### config.mk
export PLATFORM = sky130hd
export DESIGN_NAME = mac_cluster_ctrl_flat
export DESIGN_NICKNAME = d
export VERILOG_FILES = /design/src/rtl/mac_cluster_ctrl_if.sv /design/src/rtl/mac_cluster_ctrl.sv /design/src/flat_wrapper.sv
export SDC_FILE = /design/constraint.sdc
export NUM_CORES = 1
export LEC_CHECK = 0
export ABC_AREA = 1
export CORE_MARGIN = 5
export CORE_UTILIZATION = 30
export CTS_BUF_LIST = sky130_fd_sc_hd__clkbuf_16
export DETAILED_ROUTE_END_ITERATION = 8
export PLACE_DENSITY_LB_ADDON = 0.15
export SYNTH_ARGS = -nofsm -noshare
export SYNTH_HDL_FRONTEND = slang
export SYNTH_SLANG_ARGS = --single-unit
### constraint.sdc
create_clock -name clk -period 5.12 [get_ports clk]
set_input_delay 0.512 -clock clk [delete_from_list [all_inputs] [get_ports clk]]
set_output_delay 0.512 -clock clk [all_outputs]
set_load 0.02 [all_outputs]
### src/rtl/mac_cluster_ctrl_if.sv
// Beat handshake and MAC-cluster control bus for mac_cluster_ctrl.
// The slave modport belongs to the controller. The master modport belongs to the
// environment, which drives the beat and observes the cluster controls.
interface mac_cluster_ctrl_if #(
  parameter int ADDR_WIDTH = 5
);
  logic                  in_valid;
  logic                  in_ready;
  logic                  mac_en;
  logic                  mac_done;
  logic                  mac_add_bias;
  logic                  mac_relu;
  logic                  mac_cache_clear_n;
  logic                  mac_cache_wr_en;
  logic [ADDR_WIDTH-1:0] mac_cache_rd_addr;
  logic [ADDR_WIDTH-1:0] mac_cache_wr_addr;
  logic                  out_valid;
  logic [ADDR_WIDTH-1:0] out_addr;

  modport master (
    output in_valid,
    input  in_ready, mac_en, mac_done, mac_add_bias, mac_relu, mac_cache_clear_n,
           mac_cache_wr_en, mac_cache_rd_addr, mac_cache_wr_addr, out_valid, out_addr
  );

  modport slave (
    input  in_valid,
    output in_ready, mac_en, mac_done, mac_add_bias, mac_relu, mac_cache_clear_n,
           mac_cache_wr_en, mac_cache_rd_addr, mac_cache_wr_addr, out_valid, out_addr
  );
endinterface

### src/rtl/mac_cluster_ctrl.sv
// MAC cluster sequencer. It walks output positions (inner loop) across input-channel
// chunks (outer loop), one beat per issue. Partial sums are stored in the cluster's
// psum cache, and a final-result strobe is raised for writeback.
// Optional feature: define MAC_CTRL_STALL_CNT_EN to count hazard bubbles on o_stall_cnt.
module mac_cluster_ctrl #(
  parameter int ADDR_WIDTH  = 5,
  parameter int CHUNK_WIDTH = 6,
  parameter int CNT_WIDTH   = 16
) (
  input  logic                   clk,
  input  logic                   rst,
  input  logic                   i_start,
  input  logic [CHUNK_WIDTH-1:0] i_cfg_chunks,
  input  logic [ADDR_WIDTH:0]    i_cfg_outputs,
  input  logic                   i_cfg_bias,
  input  logic                   i_cfg_relu,
  output logic                   o_busy,
  output logic                   o_done,
  output logic [CNT_WIDTH-1:0]   o_stall_cnt,
  mac_cluster_ctrl_if.slave      bus
);

  typedef enum logic [1:0] {S_IDLE, S_CLEAR, S_RUN, S_DRAIN} state_t;

  localparam logic [ADDR_WIDTH:0] MAX_P = {1'b1, {ADDR_WIDTH{1'b0}}};

  state_t                 r_state;
  state_t                 w_next;
  logic [CHUNK_WIDTH-1:0] r_chunks;
  logic [ADDR_WIDTH:0]    r_outputs;
  logic                   r_bias;
  logic                   r_relu;
  logic [CHUNK_WIDTH-1:0] r_k;
  logic [ADDR_WIDTH-1:0]  r_p;
  logic                   r_wr_en;
  logic [ADDR_WIDTH-1:0]  r_wr_addr;
  logic                   r_out_valid;
  logic [ADDR_WIDTH-1:0]  r_out_addr;

  logic w_accept;
  logic w_run;
  logic w_hazard;
  logic w_ready;
  logic w_issue;
  logic w_last_k;
  logic w_last_p;

  assign w_accept = (r_state == S_IDLE) && i_start && (i_cfg_chunks != '0) &&
                    (i_cfg_outputs != '0) && (i_cfg_outputs <= MAX_P);
  assign w_run    = (r_state == S_RUN);
  // The write-back of the previous issue targets the position about to be read.
  // This happens only when P=1. Hold off one cycle so the read sees the updated psum.
  assign w_hazard = w_run && r_wr_en && (r_wr_addr == r_p);
  assign w_ready  = w_run && !w_hazard;
  assign w_issue  = bus.in_valid && w_ready;
  assign w_last_k = (r_k == r_chunks - CHUNK_WIDTH'(1));
  assign w_last_p = ({1'b0, r_p} == r_outputs - (ADDR_WIDTH + 1)'(1));

  // State register
  always_ff @(posedge clk or posedge rst) begin
    if (rst) r_state <= S_IDLE;
    else     r_state <= w_next;
  end

  // Next-state decode
  always_comb begin
    w_next = r_state;
    case (r_state)
      S_IDLE:  if (w_accept) w_next = S_CLEAR;
      S_CLEAR: w_next = S_RUN;
      S_RUN:   if (w_issue && w_last_k && w_last_p) w_next = S_DRAIN;
      S_DRAIN: w_next = S_IDLE;
      default: w_next = S_IDLE;
    endcase
  end

  // Job configuration is captured once, when the start request is accepted
  always_ff @(posedge clk or posedge rst) begin
    if (rst) begin
      r_chunks  <= '0;
      r_outputs <= '0;
      r_bias    <= 1'b0;
      r_relu    <= 1'b0;
    end else if (w_accept) begin
      r_chunks  <= i_cfg_chunks;
      r_outputs <= i_cfg_outputs;
      r_bias    <= i_cfg_bias;
      r_relu    <= i_cfg_relu;
    end
  end

  // Loop counters: position p inner, chunk k outer, both advancing only on issue
  always_ff @(posedge clk or posedge rst) begin
    if (rst) begin
      r_k <= '0;
      r_p <= '0;
    end else if (w_accept) begin
      r_k <= '0;
      r_p <= '0;
    end else if (w_issue) begin
      if (w_last_p) begin
        r_p <= '0;
        r_k <= r_k + CHUNK_WIDTH'(1);
      end else begin
        r_p <= r_p + ADDR_WIDTH'(1);
      end
    end
  end

  // Cluster result is ready one cycle after issue: write the partial sum back, or flag the final sum
  always_ff @(posedge clk or posedge rst) begin
    if (rst) begin
      r_wr_en     <= 1'b0;
      r_wr_addr   <= '0;
      r_out_valid <= 1'b0;
      r_out_addr  <= '0;
    end else begin
      r_wr_en     <= w_issue && !w_last_k;
      r_out_valid <= w_issue && w_last_k;
      if (w_issue && !w_last_k) r_wr_addr  <= r_p;
      if (w_issue && w_last_k)  r_out_addr <= r_p;
    end
  end

`ifdef MAC_CTRL_STALL_CNT_EN
  logic [CNT_WIDTH-1:0] r_stall_cnt;

  // Saturating count of bubbles that actually held back a waiting beat
  always_ff @(posedge clk or posedge rst) begin
    if (rst)                                                  r_stall_cnt <= '0;
    else if (w_accept)                                        r_stall_cnt <= '0;
    else if (w_hazard && bus.in_valid && (r_stall_cnt != '1)) r_stall_cnt <= r_stall_cnt + CNT_WIDTH'(1);
  end

  assign o_stall_cnt = r_stall_cnt;
`else
  assign o_stall_cnt = '0;
`endif

  assign o_busy                = (r_state != S_IDLE);
  assign o_done                = (r_state == S_DRAIN);
  assign bus.in_ready          = w_ready;
  assign bus.mac_en            = w_issue;
  assign bus.mac_done          = w_issue && w_last_k;
  assign bus.mac_add_bias      = w_issue && r_bias && (r_k == '0);
  assign bus.mac_relu          = w_issue && r_relu && w_last_k;
  assign bus.mac_cache_clear_n = (r_state != S_CLEAR);
  assign bus.mac_cache_rd_addr = w_run ? r_p : '0;
  assign bus.mac_cache_wr_en   = r_wr_en;
  assign bus.mac_cache_wr_addr = r_wr_addr;
  assign bus.out_valid         = r_out_valid;
  assign bus.out_addr          = r_out_addr;

endmodule

### src/flat_wrapper.sv
// flat-port wrapper written by rule: the top's interface ports become plain ports
module mac_cluster_ctrl_flat 
#(
  parameter int ADDR_WIDTH  = 5,
  parameter int CHUNK_WIDTH = 6,
  parameter int CNT_WIDTH   = 16
)
  (clk, rst, i_start, i_cfg_chunks, i_cfg_outputs, i_cfg_bias, i_cfg_relu, o_busy, o_done, o_stall_cnt, bus_in_valid, bus_in_ready, bus_mac_en, bus_mac_done, bus_mac_add_bias, bus_mac_relu, bus_mac_cache_clear_n, bus_mac_cache_wr_en, bus_mac_cache_rd_addr, bus_mac_cache_wr_addr, bus_out_valid, bus_out_addr);
  mac_cluster_ctrl_if #(.ADDR_WIDTH(ADDR_WIDTH)) bus_i ();
  input  logic clk;
  input  logic rst;
  input  logic i_start;
  input  logic [CHUNK_WIDTH-1:0] i_cfg_chunks;
  input  logic [ADDR_WIDTH:0] i_cfg_outputs;
  input  logic i_cfg_bias;
  input  logic i_cfg_relu;
  output logic o_busy;
  output logic o_done;
  output logic [CNT_WIDTH-1:0] o_stall_cnt;
  input wire logic [$bits(bus_i.in_valid)-1:0] bus_in_valid;
  output wire logic [$bits(bus_i.in_ready)-1:0] bus_in_ready;
  output wire logic [$bits(bus_i.mac_en)-1:0] bus_mac_en;
  output wire logic [$bits(bus_i.mac_done)-1:0] bus_mac_done;
  output wire logic [$bits(bus_i.mac_add_bias)-1:0] bus_mac_add_bias;
  output wire logic [$bits(bus_i.mac_relu)-1:0] bus_mac_relu;
  output wire logic [$bits(bus_i.mac_cache_clear_n)-1:0] bus_mac_cache_clear_n;
  output wire logic [$bits(bus_i.mac_cache_wr_en)-1:0] bus_mac_cache_wr_en;
  output wire logic [$bits(bus_i.mac_cache_rd_addr)-1:0] bus_mac_cache_rd_addr;
  output wire logic [$bits(bus_i.mac_cache_wr_addr)-1:0] bus_mac_cache_wr_addr;
  output wire logic [$bits(bus_i.out_valid)-1:0] bus_out_valid;
  output wire logic [$bits(bus_i.out_addr)-1:0] bus_out_addr;
  assign bus_i.in_valid = bus_in_valid;
  assign bus_in_ready = bus_i.in_ready;
  assign bus_mac_en = bus_i.mac_en;
  assign bus_mac_done = bus_i.mac_done;
  assign bus_mac_add_bias = bus_i.mac_add_bias;
  assign bus_mac_relu = bus_i.mac_relu;
  assign bus_mac_cache_clear_n = bus_i.mac_cache_clear_n;
  assign bus_mac_cache_wr_en = bus_i.mac_cache_wr_en;
  assign bus_mac_cache_rd_addr = bus_i.mac_cache_rd_addr;
  assign bus_mac_cache_wr_addr = bus_i.mac_cache_wr_addr;
  assign bus_out_valid = bus_i.out_valid;
  assign bus_out_addr = bus_i.out_addr;
  mac_cluster_ctrl #(.ADDR_WIDTH(ADDR_WIDTH), .CHUNK_WIDTH(CHUNK_WIDTH), .CNT_WIDTH(CNT_WIDTH)) u_core (.clk(clk), .rst(rst), .i_start(i_start), .i_cfg_chunks(i_cfg_chunks), .i_cfg_outputs(i_cfg_outputs), .i_cfg_bias(i_cfg_bias), .i_cfg_relu(i_cfg_relu), .o_busy(o_busy), .o_done(o_done), .o_stall_cnt(o_stall_cnt), .bus(bus_i));
endmodule
==> flow_metrics.py <==
metrics = {
    "global_routing": {
        "grt_pass1_vias": 2036,
        "grt_pass1_wl_mm": 9.804,
        "grt_max_degree": 40,
        "grt_use_total_pct": 11.98,
        "antenna_found_initial": 0,
        "overflow": 0,
    },
    "critical_path": {
        "end_kind": "output port",
        "cpMostUsedCell": "nand2_1",
        "slowest_delay_ns": 0.61,
        "path_delay_family": "simple AND/OR/NAND/NOR gates",
        "slowest_stage": "clkdlybuf4s50_1",
        "arrival_ns": 2.79,
        "crit_type": "register to output port",
        "cp_max_fo": 11,
        "crit_chain": "inv_1 > ha_1 > nand2_1 > nor2_1 > nand2_1 > nand2_1 > nand2_1 > nor3_2 > nand2_1 > inv_1 > clkdlybuf4s50_1",
        "start_kind": "register",
        "worst-path-buf-inv": 3,
        "crit_required_ns": 4.61,
    },
    "floorplan": {
        "core_um2": 8175,
        "fp.dieH_um": 101.4,
        "dieArea_um2": 10290,
        "die_w_um": 101.4,
        "io-pin-count": 59,
        "initial_core_util_pct": 30.69,
        "num_rows": 33,
    },
    "timing": {
        "report.final.slew_viol_count": 0,
        "whs_ns": 0.4795,
        "tns_ns": 0,
        "finalHoldViolations": 0,
        "setup_viol": 0,
        "max_freq_ghz": 0.3026,
        "worst_slew_pin_slew_ns": 0.5097,
        "slew_headroom_pct": 66.02,
        "rsz0062_at_grt": "no",
        "skew_ns": 0.003583,
        "fin_crit_sh_pct": 64.54,
        "period_minus_slack_ns": 3.304,
    },
    "synth": {
        "yosys_warnings": 0,
        "synth.avg_cell_area_um2": 7.400,
        "synth_top_area_share_pct": 38.90,
        "ys.flop_type": "dfrtp_1",
        "yosysSeqAreaShare_pct": 38.90,
        "yosys-top-cells-area": "dfrtp_1 39%, nand2_1 15%, inv_1 6.4%",
        "yosys.cell_types.count": 29,
        "syn_area_um2": 2509,
        "synthCells": 339,
        "synth-seq-cells": 39,
        "synth-async-reset-ratio_pct": 100.0,
        "synth_edf_count": 0,
        "yosys.area.top_type": "dfrtp_1",
    },
    "route": {
        "wl_per_cell_um": 12.01,
        "drt-initial-drc-count": 102,
        "routed_wl_mm": 5.811,
        "antenna_left": 0,
        "drc": 0,
        "routed_via_density": 4.386,
        "dr.pass1.iters": 6,
        "num_vias": 2123,
    },
    "place": {
        "port_buffers": 42,
        "hpwl_mm": 4.469,
        "gp_congestion": 0.8361,
    },
    "clock_tree": {
        "cts_max_level": 2,
        "cts_buffers": 5,
        "cts_sinks": 39,
        "ctsHoldBuffers": 0,
        "post_cts_buffers": 0,
        "cts_buffer_depth": 2,
        "cts_tree": "yes",
        "insertion_delay_ns": 0.28,
        "path_clk_slew_ns": 0.05,
        "clockRootBuffer": "clkbuf_16",
        "cts_resized": 0,
    },
    "power": {
        "ir_drop_uv": 174.2,
        "powerDensity_nw_per_um2": 555.8,
        "p_leak_uw": 0.001532,
    },
    "finish": {
        "multi_input_area_um2": 1229,
        "syn_to_final_growth_pct": 22.69,
        "seq_area_um2": 975.9,
        "nNetsFinal": 405,
        "final_cell_mix": "103 x nand2_1, 45 x inv_1, 42 x clkdlybuf4s50_1",
        "fillCellCount": 857,
        "drive_above_1_share_pct": 7.916,
        "n_antenna_cell": 0,
        "layout_commonest_cell": "nand2_1",
    },
    "run_status": {
        "outcome": "finished clean",
    },
    "flow_run": {
        "cap_violations": 0,
    },
    "worst_hold_path": {
        "holdCritPathClass": "register to register",
    },
}
## final timing paths
path                       slack, ns                  to  depth (start not counted)               start
setup / recovery                1.82        bus_mac_done                         11  u_core.r_chunks[0]
hold / removal                  0.48       u_core.r_relu                          2       u_core.r_relu
setup reg to reg                2.92       u_core.r_k[2]                          8   u_core.r_state[0]
hold reg to reg                 0.48       u_core.r_relu                          2       u_core.r_relu
max in group asynchronous       4.10  u_core.r_chunks[2]                          3                 rst
min in group asynchronous       0.66       u_core.r_k[0]                          3                 rst
## worst min-delay path: cells and delay by family (launching register included)
family | cells | cell delay (ns)
flops | 1 | 0.34
simple gates | 2 | 0.10
## power by group
group / leakage [uW] / internal, uW / switching, uW / total [uW]
clock network: 0.0000762 / 176 / 116 / 292
registers: 0.000510 / 428 / 138 / 566
logic: 0.000946 / 352 / 502 / 853
total: 0.00153 / 956 / 755 / 1710
## per-stage QoR
| step | std cells | cell area (um^2) | setup slack, ns | util [%] | power (uW) |
|---|---|---|---|---|---|
| floorplan | 354 | 2565 | 2.796 | - | 1182 |
| global placement | 476 | 2940 | 2.230 | 35.97 | 1419 |
| detailed placement | 476 | 2940 | 2.110 | 35.97 | 1430 |
| CTS | 484 | 3078 | 1.802 | 37.65 | 1732 |
| global route | 484 | 3078 | 1.577 | 37.65 | 1877 |
| finish | 484 | 3078 | 1.816 | 37.65 | 1711 |
## layout make-up
type,instances,share of cell area [%]
sequential,39,31.71
tap,105,4.268
clock buffer,5,4.065
timing repair buffer,43,13.90
inverter,47,5.732
clock inverter,3,0.4065
multi-input combinational,242,39.92
## cells in the mapped netlist (all sizes together), types with 2 or more instances
master  instances
buf            20
clkbuf          6
dfrtp          39
ha              9
inv            47
nand2         107
nand3          23
nand3b          2
nand4          10
nor2           20
nor3            2
nor4            2
o21ai          33
or2             4
xnor2           4
xor2            9
## routing by layer
metal  global-route usage (%)  wire length [um]  up-vias
met2                    17.51              2445       76
met4                    3.681                74        0
met3                    3.375               420        8
li1                         -                 -     1106
met1                    17.13              2870      933
met5                        0                 0        -
## state kept, by name, summed over array words and instances, names as in the netlist, 2 cells and up
name and count:
u_core.r_chunks 6, u_core.r_k 6, u_core.r_outputs 6, u_core.bus.mac_cache_wr_addr 5
u_core.bus.out_addr 5, u_core.r_p 5, u_core.r_state 2
## cells by family after synthesis
kind of cell    after synthesis  share of synthesized area [%]
simple gates                170                          29.87
buf+inv                      73                          14.36
flops                        39                          38.90
compound gates               34                          7.681
xor+xnor                     13                          4.539
fa+ha+maj                     9                          4.489
other cells                   1                         0.1495
No activity file was read; power rests on OpenSTA's default activity.
